===== src/rtl/sum_accumulator.sv =====
// sum_accumulator: accumulates batches of N_OPS results from a 4-bit ripple adder.
// Each accepted result {C4,S} is zero-extended and added to a running total.
// Optional feature: define SUM_ACCUMULATOR_SATURATE_EN to clamp ACC at its maximum
// on overflow; otherwise ACC wraps. OVF is sticky for the batch in both builds.
module sum_accumulator #(
  parameter int unsigned N_OPS = 4,
  parameter int unsigned ACC_W = 8
) (
  input  logic             CLOCK,
  input  logic             RESET,
  input  logic             START,
  input  logic [3:0]       S,
  input  logic             C4,
  input  logic             IN_VALID,
  output logic             IN_READY,
  output logic [ACC_W-1:0] ACC,
  output logic [3:0]       COUNT,
  output logic             DONE,
  output logic             OVF
);

  localparam logic [1:0] IDLE = 2'd0;
  localparam logic [1:0] RUN  = 2'd1;
  localparam logic [1:0] FIN  = 2'd2;

  localparam logic [3:0] LAST = 4'(N_OPS);

  logic [1:0]       state_q, state_d;
  logic [ACC_W-1:0] acc_q, acc_d;
  logic [3:0]       count_q, count_d;
  logic             ovf_q, ovf_d;

  logic [ACC_W-1:0] operand;
  logic [ACC_W:0]   sum_ext;
  logic [3:0]       count_inc;

  // Operand and widened sum; the extra top bit is the overflow indicator.
  always_comb begin
    operand   = {{(ACC_W-5){1'b0}}, C4, S};
    sum_ext   = {1'b0, acc_q} + {1'b0, operand};
    count_inc = count_q + 4'd1;
  end

  // Next-state logic: batch start, transfers in RUN, single FIN cycle.
  always_comb begin
    state_d = state_q;
    acc_d   = acc_q;
    count_d = count_q;
    ovf_d   = ovf_q;
    case (state_q)
      IDLE: begin
        if (START) begin
          acc_d   = '0;
          count_d = '0;
          ovf_d   = 1'b0;
          state_d = RUN;
        end
      end
      RUN: begin
        if (IN_VALID) begin
          count_d = count_inc;
          ovf_d   = ovf_q | sum_ext[ACC_W];
`ifdef SUM_ACCUMULATOR_SATURATE_EN
          acc_d   = sum_ext[ACC_W] ? {ACC_W{1'b1}} : sum_ext[ACC_W-1:0];
`else
          acc_d   = sum_ext[ACC_W-1:0];
`endif
          if (count_inc == LAST) begin
            state_d = FIN;
          end
        end
      end
      FIN: begin
        state_d = IDLE;
      end
      default: begin
        state_d = IDLE;
      end
    endcase
  end

  // State registers with synchronous reset taking priority over everything.
  always_ff @(posedge CLOCK) begin
    if (RESET) begin
      state_q <= IDLE;
      acc_q   <= '0;
      count_q <= '0;
      ovf_q   <= 1'b0;
    end else begin
      state_q <= state_d;
      acc_q   <= acc_d;
      count_q <= count_d;
      ovf_q   <= ovf_d;
    end
  end

  // Outputs are pure functions of registered state.
  always_comb begin
    IN_READY = (state_q == RUN);
    DONE     = (state_q == FIN);
    ACC      = acc_q;
    COUNT    = count_q;
    OVF      = ovf_q;
  end

endmodule


===== config.mk =====
export PLATFORM = sky130hd
export DESIGN_NAME = sum_accumulator
export DESIGN_NICKNAME = d
export VERILOG_FILES = /design/src/rtl/sum_accumulator.sv
export SDC_FILE = /design/constraint.sdc
export NUM_CORES = 1
export LEC_CHECK = 0
export ABC_AREA = 1
export BUFFER_PORTS_ARGS = -buffer_cell sky130_fd_sc_hd__buf_2
export CAP_MARGIN = 20
export CELL_PAD_IN_SITES_DETAIL_PLACEMENT = 1
export CELL_PAD_IN_SITES_GLOBAL_PLACEMENT = 1
export CORE_MARGIN = 3
export CORE_UTILIZATION = 32
export DETAILED_ROUTE_END_ITERATION = 10
export GPL_ROUTABILITY_DRIVEN = 0
export PLACE_DENSITY = 0.75
export SLEW_MARGIN = 10
export SYNTH_ARGS = -nofsm -noshare
export SYNTH_HDL_FRONTEND = slang
export SYNTH_SLANG_ARGS = --single-unit
export TNS_END_PERCENT = 100

===== constraint.sdc =====
create_clock -name CLOCK -period 1.5 [get_ports CLOCK]
set_clock_uncertainty 0.1 [all_clocks]
set_input_delay 0.3 -clock CLOCK [delete_from_list [all_inputs] [get_ports CLOCK]]
set_output_delay 0.3 -clock CLOCK [all_outputs]
set_load 0.01 [all_outputs]

==> flow_metrics.tcl <==
set metrics [dict create \
    viasPerCell 4.881 \
    hold_viol 0 \
    switchingPower_w 0.0002577 \
    fmax_mhz 687.2 \
    area_growth_pct 37.90 \
    synth_seq_cells 15 \
    ys_warn_count 0 \
    cts_hold_buf 0 \
    hpwl_um 2062 \
    antenna_found_initial 0 \
    combinationalPowerShare_pct 22.1 \
    grt_max_degree 11 \
    clockRootBuffer "clkbuf_4" \
    antenna_cells 0 \
    vias 947 \
    multi_input_area_um2 610.6 \
    setup_tns_ns 0 \
    core_um2 2567 \
    synth_largest_area_cell "dfxtp_1" \
    synth.distinct_cells 21 \
    die_x_um 58.88 \
    yosysSeqAreaShare_pct 33.57 \
    crit_type "reg2reg" \
    worst_pin_slew_ns 0.2475 \
    yosys-top-cells-area "dfxtp_1, nand2_1, ha_1" \
    p_sw_share_pct 30.02 \
    clkPwrFrac_pct 28.2 \
    synthTopCellsByCount "nand2_1, inv_1, dfxtp_1" \
    dr.first_iter.drc_count 19 \
    avgSynthCellArea_um2 6.989 \
    row_count 18 \
    rsz0062_at_grt "yes" \
    cp-start-kind "register" \
    die_h_um 58.88 \
    cts_buffer_depth 2 \
    run_status "completed" \
    synthesis.area_um2 894.6 \
    syn_inst 128 \
    drt-total-wl_um 2534 \
    htree_num_levels 1 \
    portBuffers 23 \
    final_antenna_net_count 0 \
    grt_pass1_vias 988 \
    min_period_over_period_pct 97.01 \
    max_slew_margin_pct 83.44 \
    fillers 348 \
    leakage_nw 0.6139 \
    fin_nets 182 \
    hold_class "in2reg" \
    drive_gt1_share_pct 36.59 \
    numCtsBuffers 3 \
    cts_sinks 15 \
    synth.most_common_cell "nand2_1" \
    slew_viol_final 0 \
    synth_nets 145 \
    ir_drop_uv 330.0 \
    cp_max_fo 4 \
    clkLatencyLatePin_ns 0.29 \
    maxCapViolCount 0 \
    sequentialPowerShare_pct 49.7 \
    firstDrtPassIters 3 \
    wl_per_cell_um 13.06 \
    dieArea_um2 3466 \
    period_minus_slack_ns 1.455 \
    grt.overflow.total 0 \
    end_kind "register" \
    arrival_ns 1.59 \
    worstPathRequired_ns 1.63 \
    synth_top_area_share_pct 33.57 \
    drc 0 \
    layout.area.seq_um2 305.3 \
    io_pins 24 \
    clk_pin_slew_ns 0.09 \
    start_util_pct 34.84 \
    intPower_w 0.0006007 \
    ys_async_sr_fraction_pct 0 \
    power_density_nw_per_um2 695.8 \
    grt_pass1_wl_um 4381 \
    finalPower_w 0.0008584 \
    synth_flop_cell "dfxtp_1" \
    groute.usage.overall_pct 16.63 \
    synth_enable_flop_cells 0 \
    cts_tree "built" \
    reg2reg_slack_ns 0.04 \
    setup_viol 0 \
]
-- cells in the final DEF, fill, tap and decap left out, types with 3 or more instances in the layout --
cell type,n
a21oi_1,7
a21oi_2,3
buf_2,23
buf_4,9
clkbuf_4,3
dfxtp_1,11
dfxtp_2,4
ha_1,3
ha_4,4
inv_1,17
nand2_1,36
nand2_2,4
nand3_1,8
nand3_2,5
nor2_1,9
o21ai_0,5
-- per-stage QoR --
step | hold slack [ns] | util (%) | setup slack [ns] | cells | instance area, µm²
global placement | 0.3410 | 43.23 | -0.08638 | 189 | 1110
detailed placement | 0.3521 | 43.23 | -0.1299 | 189 | 1110
floorplan | 0.2691 | - | 0.03294 | 128 | 897.1
finish | 0.1463 | 48.05 | 0.04490 | 194 | 1234
global route | 0.1377 | 48.05 | -0.04492 | 194 | 1234
CTS | 0.1476 | 45.66 | -0.02939 | 193 | 1172
-- layer usage --
layer | part of all wire (%) | vias to the layer above | track usage (%) | routed length [µm]
met1 | 44 | 444 | 19.84 | 1124
met2 | 50 | 17 | 28.86 | 1263
met5 | 0 | - | 0 | 0
met4 | 1.7 | 0 | 7.767 | 43
met3 | 4.0 | 5 | 2.632 | 102
li1 | - | 481 | - | -
-- registers in the layout, indices dropped and copies added, names as in the netlist --
| signal | flops |
|---|---|
| ACC | 8 |
| COUNT | 4 |
| state_q | 2 |
| OVF | 1 |
-- timing repair --
| action | in CTS | in global routing |
|---|---|---|
| setup buffers | 0 | 1 |
| resized for setup | 9 | 9 |
| endpoints found under the setup margin | 3 | 8 |
| pin swaps | 3 | 4 |
-- cell type report --
| class | instances | share of cell area (%) |
|---|---|---|
| Multi-Input combinational cell | 94 | 49.49 |
| Clock buffer | 4 | 2.130 |
| Inverter | 19 | 5.781 |
| Sequential cell | 15 | 24.75 |
| Tap cell | 30 | 3.043 |
| Timing Repair Buffer | 32 | 14.81 |
-- critical path, stage by stage (launching register included) --
cell	delay (ns)
dfxtp_2	0.34
ha_4	0.16
fa_2	0.37
nand3_2	0.09
nand3_2	0.08
nand2_1	0.07
nand2_1	0.06
a21oi_2	0.11
-- power groups by stage --
stage / Clock, W / Sequential [W] / Combinational, W
after floorplan: 0 / 0.000436 / 0.0000868
after global placement: 0 / 0.000432 / 0.000161
after detailed placement: 0 / 0.000433 / 0.000166
after CTS: 0.000249 / 0.000424 / 0.000174
after global routing: 0.000275 / 0.000430 / 0.000212
final: 0.000242 / 0.000427 / 0.000190
-- kinds of logic (layout without fill, tap and decap cells) --
group                    after synthesis  in the layout  synth area share, %
AND/OR/NAND/NOR                       67             67                33.71
buffers and inverters                 19             55                7.972
adder cells (fa/ha/maj)                8              8                12.03
AO/OA/AOI/OAI                         17             17                10.77
flip-flops                            15             15                33.57
XOR/XNOR                               2              2                1.958
-- path summary, 6_finish.rpt --
path	start	to	cells past startpoint
hold / removal	RESET	ACC[4]$_SDFFE_PP0P_	2
setup reg to reg	ACC[0]$_SDFFE_PP0P_	ACC[6]$_SDFFE_PP0P_	7
setup / recovery	ACC[0]$_SDFFE_PP0P_	ACC[6]$_SDFFE_PP0P_	7
hold reg to reg	OVF$_SDFFE_PP0P_	OVF$_SDFFE_PP0P_	2
Note: power is estimated with default switching activity, not from simulation.
